**config.mk**
```make
export PLATFORM = sky130hd
export DESIGN_NAME = uart_tx_frame_ctrl
export DESIGN_NICKNAME = d
export VERILOG_FILES = /design/src/rtl/uart_defs_pkg.sv /design/src/rtl/uart_bit_timer.sv /design/src/rtl/uart_tx_frame_ctrl.sv
export SDC_FILE = /design/constraint.sdc
export NUM_CORES = 1
export LEC_CHECK = 0
export ABC_AREA = 1
export BUFFER_PORTS_ARGS = -buffer_cell sky130_fd_sc_hd__buf_2
export CORE_MARGIN = 8
export CORE_UTILIZATION = 29
export CTS_CLUSTER_SIZE = 16
export DETAILED_ROUTE_END_ITERATION = 7
export MAX_ROUTING_LAYER = met4
export PLACE_DENSITY_LB_ADDON = 0.05
export REMOVE_ABC_BUFFERS = 1
export SLEW_MARGIN = 20
export SYNTH_ARGS = -nofsm -noshare
export SYNTH_HDL_FRONTEND = slang
export SYNTH_HIERARCHICAL = 1
export SYNTH_SLANG_ARGS = --single-unit
```
**constraint.sdc**
```tcl
create_clock -name clk -period 3.38 [get_ports clk]
set_clock_uncertainty 0.15 [all_clocks]
set_input_delay 0.845 -clock clk [delete_from_list [all_inputs] [get_ports clk]]
set_output_delay 0.845 -clock clk [all_outputs]
set_load 0.02 [all_outputs]
```
**src/rtl/uart_defs_pkg.sv**
```systemverilog
// Shared UART definitions: parity codes, frame FSM encodings and default bit timing.
// Used by the TX frame controller and intended for the RX frame controller.
package uart_defs_pkg;

    localparam int CLKS_PER_BIT_DEFAULT = 868;   // 100 MHz / 115200 baud
    localparam int DATA_BITS_DEFAULT    = 8;

    localparam logic [1:0] PAR_ODD  = 2'b01;
    localparam logic [1:0] PAR_EVEN = 2'b10;

    typedef enum logic [2:0] {
        ST_IDLE   = 3'd0,
        ST_START  = 3'd1,
        ST_DATA   = 3'd2,
        ST_PARITY = 3'd3,
        ST_STOP   = 3'd4
    } uart_state_t;

    // Modes 00 and 11 carry no parity slot.
    function automatic logic has_parity(input logic [1:0] mode);
        return (mode == PAR_ODD) || (mode == PAR_EVEN);
    endfunction

endpackage

```
**src/rtl/uart_bit_timer.sv**
```systemverilog
// Bit-period timer: counts 0..CLKS_PER_BIT-1 and pulses tick on the terminal count.
// Latency: tick is combinational from the count; clear forces the count to 0 on the next edge.
// Backpressure: none; free-running while clear is low.
module uart_bit_timer
    import uart_defs_pkg::*;
#(
    parameter int CLKS_PER_BIT = CLKS_PER_BIT_DEFAULT
) (
    input  logic clk,
    input  logic reset,
    input  logic clear,
    output logic tick
);

    localparam int              TW   = (CLKS_PER_BIT > 1) ? $clog2(CLKS_PER_BIT) : 1;
    localparam logic [TW-1:0]   TERM = TW'(CLKS_PER_BIT - 1);

    logic [TW-1:0] count;

    // Wrapping at TERM doubles as the reset-on-entry for the next bit state.
    always_ff @(posedge clk) begin
        if (!reset) begin
            count <= '0;
        end else if (clear || (count == TERM)) begin
            count <= '0;
        end else begin
            count <= count + 1'b1;
        end
    end

    assign tick = !clear && (count == TERM);

endmodule

```
**src/rtl/uart_tx_frame_ctrl.sv**
```systemverilog
// UART TX frame sequencer: start, 8 data bits LSB-first, optional parity, one stop bit.
// Latency: tx/tx_busy registered, start bit appears 1 clock after the accepting edge.
// Backpressure: tx_start ignored while busy (no queuing); tx_done pulses once per frame.
module uart_tx_frame_ctrl
    import uart_defs_pkg::*;
#(
    parameter int CLKS_PER_BIT = CLKS_PER_BIT_DEFAULT,
    parameter int DATA_BITS    = DATA_BITS_DEFAULT
) (
    input  logic                 clk,
    input  logic                 reset,
    input  logic                 tx_start,
    input  logic [DATA_BITS-1:0] tx_data,
    input  logic [1:0]           parity_type,
    output logic                 tx,
    output logic                 tx_busy,
    output logic                 tx_done
);

    localparam logic [2:0] LAST_IDX = 3'(DATA_BITS - 1);

    uart_state_t          state, state_nxt;
    logic [DATA_BITS-1:0] shift_reg, shift_nxt;
    logic [2:0]           bit_idx, bit_idx_nxt;
    logic [1:0]           mode_q, mode_nxt;
    logic                 par_q, par_nxt;
    logic                 tx_nxt, busy_nxt, done_nxt;
    logic                 tick, timer_clear;

    // Timer is held at zero whenever the FSM is not inside a bit state.
    assign timer_clear = !((state == ST_START) || (state == ST_DATA) ||
                           (state == ST_PARITY) || (state == ST_STOP));

    uart_bit_timer #(
        .CLKS_PER_BIT (CLKS_PER_BIT)
    ) u_bit_timer (
        .clk   (clk),
        .reset (reset),
        .clear (timer_clear),
        .tick  (tick)
    );

    always_ff @(posedge clk) begin
        if (!reset) begin
            state     <= ST_IDLE;
            shift_reg <= '0;
            bit_idx   <= '0;
            mode_q    <= '0;
            par_q     <= 1'b0;
            tx        <= 1'b1;
            tx_busy   <= 1'b0;
            tx_done   <= 1'b0;
        end else begin
            state     <= state_nxt;
            shift_reg <= shift_nxt;
            bit_idx   <= bit_idx_nxt;
            mode_q    <= mode_nxt;
            par_q     <= par_nxt;
            tx        <= tx_nxt;
            tx_busy   <= busy_nxt;
            tx_done   <= done_nxt;
        end
    end

    always_comb begin
        state_nxt   = state;
        shift_nxt   = shift_reg;
        bit_idx_nxt = bit_idx;
        mode_nxt    = mode_q;
        par_nxt     = par_q;
        done_nxt    = 1'b0;

        case (state)
            ST_IDLE: begin
                if (tx_start) begin
                    state_nxt   = ST_START;
                    shift_nxt   = tx_data;
                    bit_idx_nxt = '0;
                    mode_nxt    = parity_type;
                    par_nxt     = (parity_type == PAR_ODD) ? ~^tx_data : ^tx_data;
                end
            end
            ST_START: begin
                if (tick) state_nxt = ST_DATA;
            end
            ST_DATA: begin
                if (tick) begin
                    shift_nxt = shift_reg >> 1;
                    if (bit_idx == LAST_IDX) begin
                        state_nxt = has_parity(mode_q) ? ST_PARITY : ST_STOP;
                    end else begin
                        bit_idx_nxt = bit_idx + 3'd1;
                    end
                end
            end
            ST_PARITY: begin
                if (tick) state_nxt = ST_STOP;
            end
            ST_STOP: begin
                if (tick) begin
                    state_nxt = ST_IDLE;
                    done_nxt  = 1'b1;
                end
            end
            default: state_nxt = ST_IDLE;
        endcase
    end

    // Line level is derived from where the FSM is going, so tx is registered yet aligned.
    always_comb begin
        tx_nxt = 1'b1;
        case (state_nxt)
            ST_START:  tx_nxt = 1'b0;
            ST_DATA:   tx_nxt = shift_nxt[0];
            ST_PARITY: tx_nxt = par_nxt;
            default:   tx_nxt = 1'b1;
        endcase
        busy_nxt = (state_nxt != ST_IDLE);
    end

endmodule
```
==> impl_results.md <==
* Outcome: finished clean
* Final HPWL DP at ~2600 um
* Met2 wire length at roughly 1500 um
* Die height at between 90 and 100 um
* Final period util at 0.658
* Gr usage total at 0.0917
* Layout Nets at between 200 and 300
* Clock Path Buffers at 2
* Clock Pin Slew Worst Setup and Hold Paths at approximately 60 ps
* Final Wtd Congestion at about 0.76
* Power Dens Cells at between 400 and 500 nW/um2
* Min-Delay Path Depth at 1
* Leak at 0.806 nW
* Utilization after layout at 0.343
* CTS tree: done
* Min Hold Slack at slightly above 300 ps
* Vias in the first global route at roughly 1400
* Die Width at a little over 90 um
* Clock latency on the worst-skew pair at 280 ps
* Clock power frac at 0.387
* Sequential group share of total power at 0.489
* Initial antenna violation count at 0
* Clk root buf: clkbuf_8
* Commonest cells after routing, fill and taps aside: nand2_1, dfxtp_1, inv_1
* Cts repair resizes at 0
* Vias per cell at 4.33
* Share of cells above drive strength 1 at 0.198
* RSZ-0062 raised after global routing: false
* Wire length of the first global-routing pass at just over 6000 um
* Overflow after GRT at 0
* Core area at about 5400 um2
* Synthesized flop and latch total at 30
* Num CTS Buffers at 5
* Hold Path End: u_bit_timer/count[0]
* Avg Cell Area, Syn at a little under 7 um2
* Max Cap Viol at 0
* Final-report hold violation count at 0
* Initial Utilization at 0.297
* P&R area growth vs syn at 15.7%
* Reg-to-reg endpoint: tx_busy
* Synth cell types at 31
* Cts-stage hold buffer count at 0
* Post-synth EDFFs at 0
* DRT iter0 DRCs at 37
* Number of top-level pins at 16
* Post-CTS setup buffers at 0
* Post-synthesis instance area at about 1600 um2
* Count of pins over their slew limit at 0
* Final setup vio count at 0
* Port buffer count at 15
* Highest routed layer: met4
* Clock sink count at 30
* Die area at a little over 8000 um2
* Combinational power share at 0.124
* Worst-Margin Slew at about 500 ps
* Internal Power at between 0.5 and 0.6 mW
* Reg2reg setup slack at between 1000 and 1500 ps
* CP Launch Type: register
* Crit end category: register
* IR drop worst, VDD at between 0.15 and 0.2 mV
* Drt drc at 0
* R2R depth at 10
* Yosys top cell area share at 0.372
* Met3 wire len at 110 um
* Area contributors post-synth: dfxtp_1, nand2_1, inv_1
* FMAX at between 400 and 500 MHz
* DRT Pass-1 Iters at 4
* Yosys warning count at 6
* Ant diodes at 0
* Routed wire length per instance at between 10 and 15 um
* Post-synthesis sequential area ratio at 0.372
* Data arrival, critical path at approximately 2200 ps
* NetSw at approximately 0.2 mW
* Wl on met1 at 1730 um
* H-tree depth at 2
* Post-Synthesis Cells at between 200 and 250
* Crit Path Category: register to register
* Synth Flop Type: dfxtp_1
* Most common cell after layout, fill and taps aside: nand2_1
* Sw frac at 0.263
* Hold Path Class: register to register
* Slew HR at 0.667
* Routed Antenna Nets at 0
* FP Rows at 27
* DRT Wirelength at approximately 3400 um
* Synth async-reset ratio at 0
* WP data required at about 3400 ps
* Setup_tns at 0 ps
* Reg-to-Reg Start: u_bit_timer/count[0]
* Tmin final at 2230 ps
* Critical-path maximum fanout at 6
* Vias at approximately 1400
* Hold_sp: u_bit_timer/count[0]
* Yosys top cell by area: dfxtp_1
* Pin count of the biggest net entering global routing at 18
* Max FFs per register at 10
## cell usage after synthesis, types with 3 or more instances
cell	n
nand2_1	73
dfxtp_1	30
inv_1	26
nor2_1	25
nand3_1	16
a21oi_1	9
a31oi_1	7
inv_2	5
nor2_2	5
o21ai_0	5
a21oi_2	3
ha_1	3
nand2_2	3
nand2_4	3
nand3_2	3
## final cells by class
| cell class | count | area, um2 |
|---|---|---|
| fillers | 599 | 3570 |
| multi-input cells | 171 | 876 |
| flip-flops and latches | 30 | 601 |
| inverters | 34 | 133 |
| well taps | 72 | 90.1 |
| clock buffers | 7 | 86.3 |
| repair buffers | 15 | 75.1 |
| clock inverters | 1 | 5.00 |
## worst max-delay path by stage
stage	start	endpoint	slack [ps]	cells after the start
6_report	u_bit_timer/count[0]	tx_busy	1150	10
5_1_grt	u_bit_timer/count[0]	tx_busy	910	10
2_1_floorplan	u_bit_timer/count[0]	tx_busy	1410	10
3_3_place_gp	u_bit_timer/count[0]	tx_busy	1230	10
4_1_cts	u_bit_timer/count[0]	tx_busy	1130	10
3_5_place_dp	u_bit_timer/count[0]	tx_busy	1160	10
## per-layer routing
layer | global-route usage | vias to the layer above
met4 | 0.0374 | 0
met2 | 0.142 | 16
li1 | - | 786
met3 | 0.0333 | 4
met1 | 0.105 | 623
met5 | - | -
## cell families after synthesis
kind of cell               Yosys count  share of synthesized area
xor gates and xnor gates             4                     0.0217
buffers and inverters               35                     0.0846
and+or+nand+nor                    137                      0.399
AOI/OAI and AO/OA                   27                     0.0993
DFF                                 30                      0.372
adders and majority gates            3                     0.0233
## critical path, stage by stage, from the launching register on
cell	delay, ps
dfxtp_1	360
ha_1	220
nand2_1	90
nor2_1	120
nand3_2	110
nor2_1	350
inv_1	110
o21ai_1	180
a21oi_2	100
nor3_1	210
a21oi_1	100
## through the flow
stage	worst slack (ps)	instances	power, mW	area (um2)
2_1_floorplan	1410	235	0.450	1610
3_3_place_gp	1230	322	0.482	1770
3_5_place_dp	1160	322	0.481	1770
4_1_cts	1130	330	0.780	1870
5_1_grt	908	330	0.811	1870
6_report	1150	330	0.768	1870
## power groups by stage
stage               Sequential (mW)  Clock, mW  Combinational, mW
CTS                           0.376      0.307             0.0975
global placement              0.384          0             0.0978
floorplan                     0.385          0             0.0651
global route                  0.377      0.323              0.111
finish                        0.376      0.297             0.0950
detailed placement            0.384          0             0.0972
(Power assumes the default switching activity.)
